`src/rtl/aq_dcache_dirty_ctrl_if.sv`:
```
// aq_dcache_dirty_ctrl_if: pipeline, write-back and dirty-array signals of the dirty controller
interface aq_dcache_dirty_ctrl_if #(parameter int DW = 8);
  logic          wr_req;
  logic [13:0]   wr_idx;
  logic [DW-1:0] wr_din;
  logic [DW-1:0] wr_mask;
  logic          wr_gnt;
  logic          rd_req;
  logic [13:0]   rd_idx;
  logic          rd_gnt;
  logic          rd_dout_vld;
  logic [DW-1:0] rd_dout;
  logic          flush_req;
  logic          flush_busy;
  logic          flush_done;
  logic          wb_req;
  logic [13:0]   wb_idx;
  logic [DW-1:0] wb_dirty;
  logic          wb_ack;
  logic          dirty_cen;
  logic          dirty_gwen;
  logic [DW-1:0] dirty_wen;
  logic [DW-1:0] dirty_din;
  logic [13:0]   dirty_idx;
  logic          dirty_clk_en;
  logic [DW-1:0] dirty_dout;
  modport slave (
    input  wr_req, wr_idx, wr_din, wr_mask, rd_req, rd_idx, flush_req, wb_ack, dirty_dout,
    output wr_gnt, rd_gnt, rd_dout_vld, rd_dout, flush_busy, flush_done, wb_req, wb_idx,
           wb_dirty, dirty_cen, dirty_gwen, dirty_wen, dirty_din, dirty_idx, dirty_clk_en
  );
  modport master (
    output wr_req, wr_idx, wr_din, wr_mask, rd_req, rd_idx, flush_req, wb_ack, dirty_dout,
    input  wr_gnt, rd_gnt, rd_dout_vld, rd_dout, flush_busy, flush_done, wb_req, wb_idx,
           wb_dirty, dirty_cen, dirty_gwen, dirty_wen, dirty_din, dirty_idx, dirty_clk_en
  );
endinterface

```
`src/rtl/aq_dcache_dirty_ctrl.sv`:
```
// aq_dcache_dirty_ctrl: arbitrates the dirty array among pipeline write, pipeline read and a flush walker
module aq_dcache_dirty_ctrl #(
  parameter int SET_NUM = 128,
  parameter int SET_W   = 7,
  parameter int DW      = 8
) (
  input  logic                   forever_cpuclk,
  input  logic                   cpurst_b,
  aq_dcache_dirty_ctrl_if.slave  bus
);
  typedef enum logic [2:0] {IDLE, RD, CHK, WB, CLR, DONE} state_t;
  state_t           state, state_nxt;
  logic [SET_W-1:0] set_cnt;
  logic [DW-1:0]    cap;
  logic             rd_vld;
  logic [13:0]      set_addr;
  logic             hit, walk_rd, walk_clr, last, adv;
  assign set_addr = 14'({set_cnt, 6'b0});
  // a write to the set being checked/written back/cleared must wait until the walker moves on
  assign hit      = (state == CHK || state == WB || state == CLR) && bus.wr_idx[SET_W+5:6] == set_cnt;
  assign bus.wr_gnt = bus.wr_req && !hit;
  assign bus.rd_gnt = bus.rd_req && !bus.wr_gnt;
  assign walk_rd  = state == RD && !bus.wr_req && !bus.rd_req;
  assign walk_clr = state == CLR && !bus.wr_gnt && !bus.rd_req;
  assign last     = set_cnt == SET_W'(SET_NUM - 1);
  assign adv      = (state == CHK && ~|bus.dirty_dout) || walk_clr;
  always_comb begin
    state_nxt = state;
    case (state)
      IDLE:    state_nxt = bus.flush_req ? RD : IDLE;
      RD:      state_nxt = walk_rd ? CHK : RD;
      CHK:     state_nxt = |bus.dirty_dout ? WB : last ? DONE : RD;
      WB:      state_nxt = bus.wb_ack ? CLR : WB;
      CLR:     state_nxt = !walk_clr ? CLR : last ? DONE : RD;
      DONE:    state_nxt = IDLE;
      default: state_nxt = IDLE;
    endcase
  end
  always_ff @(posedge forever_cpuclk or negedge cpurst_b) begin
    if (!cpurst_b) begin
      state   <= IDLE;
      set_cnt <= '0;
      cap     <= '0;
      rd_vld  <= 1'b0;
    end else begin
      state  <= state_nxt;
      rd_vld <= bus.rd_gnt;
      if (state == IDLE && bus.flush_req) set_cnt <= '0;
      else if (adv && !last) set_cnt <= set_cnt + 1'b1;
      if (state == CHK) cap <= bus.dirty_dout;
    end
  end
  assign bus.rd_dout_vld  = rd_vld;
  assign bus.rd_dout      = bus.dirty_dout;
  assign bus.flush_busy   = state != IDLE;
  assign bus.flush_done   = state == DONE;
  assign bus.wb_req       = state == WB;
  assign bus.wb_idx       = set_addr;
  assign bus.wb_dirty     = cap;
  assign bus.dirty_cen    = !(bus.wr_gnt || bus.rd_gnt || walk_rd || walk_clr);
  assign bus.dirty_gwen   = !(bus.wr_gnt || walk_clr);
  assign bus.dirty_wen    = bus.wr_gnt ? ~bus.wr_mask : walk_clr ? ~cap : '1;
  assign bus.dirty_din    = bus.wr_gnt ? bus.wr_din : '0;
  assign bus.dirty_idx    = bus.wr_gnt ? bus.wr_idx : bus.rd_gnt ? bus.rd_idx :
                            (walk_rd || walk_clr) ? set_addr : '0;
  // keep the array clocked through the cycle its read data is consumed
  assign bus.dirty_clk_en = !bus.dirty_cen || rd_vld;
endmodule
```
`src/flat_wrapper.sv`:
```
// flat-port wrapper written by rule: the top's interface ports become plain ports
module aq_dcache_dirty_ctrl_flat 
#(
  parameter int SET_NUM = 128,
  parameter int SET_W   = 7,
  parameter int DW      = 8
)
  (forever_cpuclk, cpurst_b, bus_wr_req, bus_wr_idx, bus_wr_din, bus_wr_mask, bus_rd_req, bus_rd_idx, bus_flush_req, bus_wb_ack, bus_dirty_dout, bus_wr_gnt, bus_rd_gnt, bus_rd_dout_vld, bus_rd_dout, bus_flush_busy, bus_flush_done, bus_wb_req, bus_wb_idx, bus_wb_dirty, bus_dirty_cen, bus_dirty_gwen, bus_dirty_wen, bus_dirty_din, bus_dirty_idx, bus_dirty_clk_en);
  aq_dcache_dirty_ctrl_if #(.DW(DW)) bus_i ();
  input  logic forever_cpuclk;
  input  logic cpurst_b;
  input wire logic [$bits(bus_i.wr_req)-1:0] bus_wr_req;
  input wire logic [$bits(bus_i.wr_idx)-1:0] bus_wr_idx;
  input wire logic [$bits(bus_i.wr_din)-1:0] bus_wr_din;
  input wire logic [$bits(bus_i.wr_mask)-1:0] bus_wr_mask;
  input wire logic [$bits(bus_i.rd_req)-1:0] bus_rd_req;
  input wire logic [$bits(bus_i.rd_idx)-1:0] bus_rd_idx;
  input wire logic [$bits(bus_i.flush_req)-1:0] bus_flush_req;
  input wire logic [$bits(bus_i.wb_ack)-1:0] bus_wb_ack;
  input wire logic [$bits(bus_i.dirty_dout)-1:0] bus_dirty_dout;
  output wire logic [$bits(bus_i.wr_gnt)-1:0] bus_wr_gnt;
  output wire logic [$bits(bus_i.rd_gnt)-1:0] bus_rd_gnt;
  output wire logic [$bits(bus_i.rd_dout_vld)-1:0] bus_rd_dout_vld;
  output wire logic [$bits(bus_i.rd_dout)-1:0] bus_rd_dout;
  output wire logic [$bits(bus_i.flush_busy)-1:0] bus_flush_busy;
  output wire logic [$bits(bus_i.flush_done)-1:0] bus_flush_done;
  output wire logic [$bits(bus_i.wb_req)-1:0] bus_wb_req;
  output wire logic [$bits(bus_i.wb_idx)-1:0] bus_wb_idx;
  output wire logic [$bits(bus_i.wb_dirty)-1:0] bus_wb_dirty;
  output wire logic [$bits(bus_i.dirty_cen)-1:0] bus_dirty_cen;
  output wire logic [$bits(bus_i.dirty_gwen)-1:0] bus_dirty_gwen;
  output wire logic [$bits(bus_i.dirty_wen)-1:0] bus_dirty_wen;
  output wire logic [$bits(bus_i.dirty_din)-1:0] bus_dirty_din;
  output wire logic [$bits(bus_i.dirty_idx)-1:0] bus_dirty_idx;
  output wire logic [$bits(bus_i.dirty_clk_en)-1:0] bus_dirty_clk_en;
  assign bus_i.wr_req = bus_wr_req;
  assign bus_i.wr_idx = bus_wr_idx;
  assign bus_i.wr_din = bus_wr_din;
  assign bus_i.wr_mask = bus_wr_mask;
  assign bus_i.rd_req = bus_rd_req;
  assign bus_i.rd_idx = bus_rd_idx;
  assign bus_i.flush_req = bus_flush_req;
  assign bus_i.wb_ack = bus_wb_ack;
  assign bus_i.dirty_dout = bus_dirty_dout;
  assign bus_wr_gnt = bus_i.wr_gnt;
  assign bus_rd_gnt = bus_i.rd_gnt;
  assign bus_rd_dout_vld = bus_i.rd_dout_vld;
  assign bus_rd_dout = bus_i.rd_dout;
  assign bus_flush_busy = bus_i.flush_busy;
  assign bus_flush_done = bus_i.flush_done;
  assign bus_wb_req = bus_i.wb_req;
  assign bus_wb_idx = bus_i.wb_idx;
  assign bus_wb_dirty = bus_i.wb_dirty;
  assign bus_dirty_cen = bus_i.dirty_cen;
  assign bus_dirty_gwen = bus_i.dirty_gwen;
  assign bus_dirty_wen = bus_i.dirty_wen;
  assign bus_dirty_din = bus_i.dirty_din;
  assign bus_dirty_idx = bus_i.dirty_idx;
  assign bus_dirty_clk_en = bus_i.dirty_clk_en;
  aq_dcache_dirty_ctrl #(.SET_NUM(SET_NUM), .SET_W(SET_W), .DW(DW)) u_core (.forever_cpuclk(forever_cpuclk), .cpurst_b(cpurst_b), .bus(bus_i));
endmodule
```
`config.mk`:
```
export PLATFORM = sky130hd
export DESIGN_NAME = aq_dcache_dirty_ctrl_flat
export DESIGN_NICKNAME = d
export VERILOG_FILES = /design/src/rtl/aq_dcache_dirty_ctrl_if.sv /design/src/rtl/aq_dcache_dirty_ctrl.sv /design/src/flat_wrapper.sv
export SDC_FILE = /design/constraint.sdc
export NUM_CORES = 1
export LEC_CHECK = 0
export ABC_CLOCK_PERIOD_IN_PS = 4900
export CAP_MARGIN = 10
export CORE_MARGIN = 3
export CORE_UTILIZATION = 37
export CTS_CLUSTER_SIZE = 28
export DETAILED_ROUTE_END_ITERATION = 7
export PLACE_DENSITY = 0.87
export SLEW_MARGIN = 20
export SYNTH_ARGS = -nofsm -noshare
export SYNTH_HDL_FRONTEND = slang
export SYNTH_SLANG_ARGS = --single-unit
```
`constraint.sdc`:
```
create_clock -name forever_cpuclk -period 4.9 [get_ports forever_cpuclk]
set_clock_uncertainty 0.1 [all_clocks]
set_input_delay 0.49 -clock forever_cpuclk [delete_from_list [all_inputs] [get_ports forever_cpuclk]]
set_output_delay 0.49 -clock forever_cpuclk [all_outputs]
set_load 0.005 [all_outputs]
```
==> metrics.yaml, run 1 <==
outcome: "finished, final reports clean"
muxShareOfSynthArea: 0.0648
wirelength_mm: 5.35
wl_per_cell_um: 14.4
hold_viol: 0
synth-simple-area-share: 0.321
grt_setup_unrepaired: "false"
gp_congestion: 0.751
yosys.area_share.adder: 0.00736
grt_use_total: 0.191
grt_pass1_vias: 1846
port_buffers: 119
hold_buffers: 0
postSynthCellCount: 217
critPathLaunchType: "primary input"
crit_required_ps: 4310
setup_ws_ps: 1180
crit_chain: "clkdlybuf4s50_1 -> xor2_1 -> nor4_4 -> nand3_1 -> o21a_2 -> nor3b_1 -> clkdlybuf4s50_1"
clkTransAtPathRegs_ps: 80
arrival_ps: 3130
ys_seq_elements: 19
path_depth: 7
cellInternalPower_uw: 519
synth_compound_area_frac: 0.175
p_per_area_nw_per_um2: 276
path_max_fanout: 58
syn_area_per_cell_um2: 7.83
leakage_uw: 0.00114
p_seq_frac: 0.348
cts_sinks: 19
syn_area_um2: 1700
hpwl_mm: 4.19
synth_top_family_by_area: "simple AND/OR/NAND/NOR gates"
vias_per_cell: 5.06
end_kind: "output port"
place_ws_ps: 1160
drive_gt1_frac: 0.0815
maxCapViolations: 0
ant_nets: 0
vias: 1876
synth-xor-area-share: 0.0412
path_buf_inv: 2
power.switching_uw: 269
drc: 0
cpLargestDelayFamily: "buffers and inverters"
hold_depth: 1
cp_common_cell: "clkdlybuf4s50_1"
finalCriticalPeriod_ps: 3720
r2r_cells: 6
fin_total_pwr_uw: 788
criticalPathCategory: "in2out"
swShare: 0.341
dieArea_um2: 5440
critPathSlowestCell: "clkdlybuf4s50_1"
fp.dieH_um: 73.8
slew_headroom: 0.391
die-width_um: 73.8
synth_top_area_frac: 0.280
ir_drop_v: 0.000282
finalMaxSlewViolations: 0
crit_path_max_incr_delay_ps: 570
antenna_found_initial: 0
clockRootBuffer: "clkbuf_8"
drt_iter0_drc: 80
clock_latency_ps: 260
antenna_cells: 0
cts_tree: "built"
fmax_mhz: 268
ios: 127
tns_ps: 0
overflow: 0
nets: 379
grt_pass1_wl_mm: 8.35
initial_utilization: 0.388
rows: 24
cts_buffer_depth: 2
setup_viol: 0
synth_top_area_cell: "dfrtp_1"
ys_top_cells_by_area: "dfrtp_1, nand2_1, buf_4, a21oi_1, mux2_2"
cts_setup_buffers: 0
first_pass_iters: 4
ys.warnings.count: 0
areaGrowthSynthToFinish_pct: 68.2
cts_inserted_buffers: 3
comb_power_share: 0.503
worst_pin_slew_ps: 914
cts_resized: 0
synth-seq-area-share: 0.280
synth.distinct_cells: 42
cts-htree-levels: 1
hold_class: "reg2reg"
period_share: 0.760
grt_max_degree: 59
clkPwrFrac: 0.149
core_um2: 4380
[logic make-up after synthesis]
logic type	after synthesis
and+or+nand+nor	98
AOI/OAI and AO/OA	50
buffers and inverters	30
DFF	19
muxes	10
xor gates and xnor gates	8
adders and majority gates	1
other	1
[worst register-to-register path, cell delays in order, from the launching register on]
cell	delay (ps)
dfrtp_1	540
nor3b_4	500
nand3_1	200
o21a_1	190
a21boi_4	300
a21oi_1	110
a31o_1	200
[synthesized netlist by cell type (all sizes together)]
cell type	n
and3	3
o21a	3
buf	21
and2b	1
mux2	8
a21oi	23
a21boi	1
a41oi	1
nor2	19
nor4	3
o21ai	17
clkbuf	7
and2	10
nor3b	9
xor2	6
nor2b	1
ha	1
a21o	1
mux2i	2
o31a	1
nand4	2
inv	2
nand3	3
xnor2	2
conb	1
dfrtp	19
or3b	2
and3b	1
a311o	1
nand2b	3
nand2	39
a31o	2
or2	1
nor3	1
[cell usage in the layout (no fill, tap or decap), drive strengths merged]
cell type and n:
dfrtp 19, a31o 2, a41oi 1, and3b 1, mux2 8, a21o 1
a21oi 23, mux2i 2, inv 2, clkdlybuf4s50 119, nor2 19, nor3 1
xor2 6, nand2 39, nor2b 1, nand4 2, buf 1, nand2b 3
a21boi 1, a311o 1, xnor2 2, ha 1, clkbuf 3, nor3b 9
and2b 1, o31a 1, clkinvlp 1, and3 3, o21ai 17, or3b 2
or2 1, and2 10, nand3 3, o21a 3, conb 7, nor4 3
[path summary, 6_finish.rpt]
kind	slack, ps	endpoint	start
worst max-delay path	1180	bus_dirty_cen	bus_wr_idx[9]
worst min-delay path	450	u_core.bus.wb_dirty[5]	u_core.bus.wb_dirty[5]
worst max register to register	2660	u_core.set_cnt[3]	u_core.state[1]
worst min register to register	450	u_core.bus.wb_dirty[5]	u_core.bus.wb_dirty[5]
max in group asynchronous	3540	u_core.state[0]	cpurst_b
min in group asynchronous	620	u_core.set_cnt[4]	cpurst_b
[power by group through the flow]
stage          Sequential, uW  Clock [uW]  Combinational (uW)
2_1_floorplan             248           0                 214
3_3_place_gp              273           0                 393
3_5_place_dp              277           0                 398
4_1_cts                   275         119                 402
5_1_grt                   284         127                 434
6_report                  274         117                 396
[metal layers]
metal | global-route usage | routed length [um] | part of all wire
met3 | 0.0602 | 515 | 0.096
met4 | 0.0181 | 29 | 0.0054
met2 | 0.354 | 2770 | 0.52
met1 | 0.221 | 2030 | 0.38
met5 | 0 | 0 | 0
[per-stage QoR]
step | instances | utilization | cell area [um^2] | hold WS [ps]
3_5_place_dp | 367 | 0.641 | 2810 | 427
5_1_grt | 371 | 0.652 | 2860 | 459
3_3_place_gp | 367 | 0.641 | 2810 | 421
2_1_floorplan | 223 | - | 1720 | 94.4
6_report | 371 | 0.652 | 2860 | 446
4_1_cts | 371 | 0.652 | 2860 | 448
[state kept, by name, summed over array words and instances, names as in the netlist]
register / count
u_core.bus.rd_dout_vld: 1
u_core.state: 3
u_core.set_cnt: 7
u_core.bus.wb_dirty: 8
[final cells by class]
class                      count  area, um^2
sequential                    19         475
timing repair buffer         120        1200
inverter                       2        7.51
clock inverter                 1        7.51
clock buffer                   3        41.3
tap                           52        65.1
multi-input combinational    174        1060
fill                         391        1530
No activity file was read; power rests on OpenSTA's default activity.
==> inputs of run 2 (changes only) <==
- ABC_CLOCK_PERIOD_IN_PS: 4900 -> 3200
- CORE_UTILIZATION: 37 -> 31
- PLACE_DENSITY: 0.87 -> 0.77
- clock period: 4.9 -> 3.2 ns (I/O delays scaled with it)
==> run 2 against run 1 <==
Effect of this change: flip-flop and latch count unchanged; design area rose by 1.9%; first-iteration DRC count is 20% lower; critical path type unchanged; largest cell class unchanged; highest routed layer unchanged.
==> metrics.yaml, run 2 (same netlist as run 1, synthesis figures left out) <==
outcome: "finished, final reports clean"
cts-htree-levels: 1  # unchanged
largest_reg_flops: 8  # unchanged
critPathSlowestCell: "clkdlybuf4s50_1"
arrival_ps: 2620  # -510 ps
power.switching_uw: 406  # +51%
hold_viol: 0  # unchanged
vias: 1820  # -3.0%
ios: 127  # unchanged
clockRootBuffer: "clkbuf_8"
layout_common_cells: "clkdlybuf4s50_1, nand2_1, a21oi_1"
ant_nets: 0  # unchanged
dpl_cell_area_um2: 2860  # +1.9%
die-width_um: 80.0  # +8.5%
leakage_uw: 0.00116  # +1.7%
gp_congestion: 0.775  # +3.1%
wirelength_mm: 5.19  # -2.8%
criticalPathCategory: "in2out"
grt_pass1_wl_mm: 8.60  # +3.1%
areaGrowthSynthToFinish_pct: 71.4
vias_per_cell: 4.63  # -8.4%
hpwl_mm: 4.09  # -2.4%
antenna_found_initial: 0  # unchanged
cts_sinks: 19  # unchanged
p_per_area_nw_per_um2: 416  # +51%
period_share: 0.951
clock_latency_ps: 250  # about the same
cp_common_cell: "clkdlybuf4s50_1"
port_buffers: 119  # unchanged
grt_pass1_vias: 1861  # +0.81%
fp.dieH_um: 80.0  # +8.5%
setup_viol: 0  # unchanged
ir_drop_v: 0.000307  # +9.0%
grt_setup_unrepaired: "false"
overflow: 0  # unchanged
hold_class: "reg2reg"
hold_end: "u_core.bus.wb_dirty[6]"
first_pass_iters: 4  # unchanged
multiInputGateArea_um2: 1060  # +0.24%
drt_iter0_drc: 64  # -20%
clkPwrFrac: 0.142  # -0.007
cts_tree: "built"
grt_use_total: 0.167  # -0.0247
nets: 383  # +1.1%
rows: 26  # +8.3%
finalCriticalPeriod_ps: 3040
antenna_cells: 0  # unchanged
nFillCells: 474  # +21%
maxCapViolations: 0  # unchanged
cts_inserted_buffers: 3  # unchanged
grt_max_degree: 27  # -54%
hold_start: "u_core.bus.wb_dirty[6]"
slew_headroom: 0.378  # -0.0124
drive_gt1_frac: 0.0960  # +0.0145
dieArea_um2: 6410  # +18%
path_max_fanout: 24  # -59%
crit_required_ps: 2780  # -1530 ps
comb_power_share: 0.530  # +0.027
r2r_start: "u_core.state[1]"
r2r_cells: 6  # unchanged
hold_buffers: 0  # unchanged
tns_ps: 0  # unchanged
initial_utilization: 0.326  # -0.0611
finalMaxSlewViolations: 0  # unchanged
core_um2: 5200  # +19%
rrSetupSlack_ps: 1000  # -1660 ps
cts_buffer_depth: 2  # unchanged
drc: 0  # unchanged
wl_per_cell_um: 13.2  # -8.3%
crit_path_max_incr_delay_ps: 530  # -40 ps
end_kind: "output port"
stdcell_area_um2: 2910  # +1.9%
hold_depth: 1  # unchanged
p_seq_frac: 0.328  # -0.020
cellInternalPower_uw: 808  # +56%
r2r-end: "u_core.set_cnt[3]"
critPathLaunchType: "primary input"
fmax_mhz: 329
final_common_cell: "clkdlybuf4s50_1"
swShare: 0.334  # -0.00691
fin_util: 0.560  # -0.0922
clkTransAtPathRegs_ps: 80  # about the same
ff_latch_area_um2: 475  # unchanged
worst_pin_slew_ps: 930  # +15.7 ps
crit_chain: "clkdlybuf4s50_1 -> xor2_1 -> nor4_4 -> nand3_1 -> o21a_2 -> buf_4 -> o21ai_0 -> clkdlybuf4s50_1"
[run 2: how the worst max path moves through the flow]
stage,start,to
global placement,bus_wr_idx[9],bus_dirty_idx[11]
global route,bus_wr_idx[9],bus_dirty_wen[7]
floorplan,u_core.set_cnt[3],bus_dirty_idx[11]
finish,bus_wr_idx[9],bus_dirty_idx[11]
CTS,bus_wr_idx[9],bus_dirty_idx[11]
detailed placement,bus_wr_idx[9],bus_dirty_idx[11]
[run 2: per-stage QoR]
stage / std cells / hold slack [ps] / total power (uW) / setup WS (ps)
4_1_cts: 393 / 444 / 1230 / 106
3_5_place_dp: 389 / 423 / 1050 / 100
6_report: 393 / 440 / 1210 / 158
3_3_place_gp: 389 / 418 / 1040 / 155
2_1_floorplan: 223 / -75.6 / 708 / 998
5_1_grt: 393 / 477 / 1310 / 0.219
[run 2: metal layers]
| layer | track usage | up-vias | share of wire |
|---|---|---|---|
| met3 | 0.0485 | 4 | 0.10 |
| met2 | 0.299 | 79 | 0.48 |
| met5 | 0 | - | 0 |
| met4 | 0.0405 | 0 | 0.010 |
| li1 | - | 929 | - |
| met1 | 0.192 | 808 | 0.40 |
[run 2: what timing repair did]
item                                    CTS  global route
endpoints found under the setup margin    0             6
hold endpoints to repair                  0             0
gates resized for setup                   0             5
buffers inserted                          0             0
[run 2: critical path, delay by kind of cell]
kind                      cells  cell delay (ps)
xor gates and xnor gates      1              190
buffers and inverters         3             1190
AOI/OAI and AO/OA             2              490
and+or+nand+nor               2              420
[run 2: area by class of cell]
class / instances / area share
Sequential cell: 19 / 0.163
Multi-Input combinational cell: 174 / 0.366
Clock inverter: 1 / 0.00258
Timing Repair Buffer: 124 / 0.422
Inverter: 2 / 0.00258
Clock buffer: 3 / 0.0142
Tap cell: 70 / 0.0301
[run 2: power groups by stage]
| stage | logic [uW] | registers (uW) | clock network [uW] |
|---|---|---|---|
| finish | 643 | 398 | 172 |
| CTS | 651 | 400 | 181 |
| global route | 705 | 416 | 188 |
| global placement | 639 | 401 | 0 |
| detailed placement | 645 | 403 | 0 |
| floorplan | 328 | 380 | 0 |
==> inputs of run 3 (changes only) <==
- ABC_CLOCK_PERIOD_IN_PS: 3200 -> not set
==> results of run 3 <==
No change in the layout: final DEF, timing and power equal those of run 2.
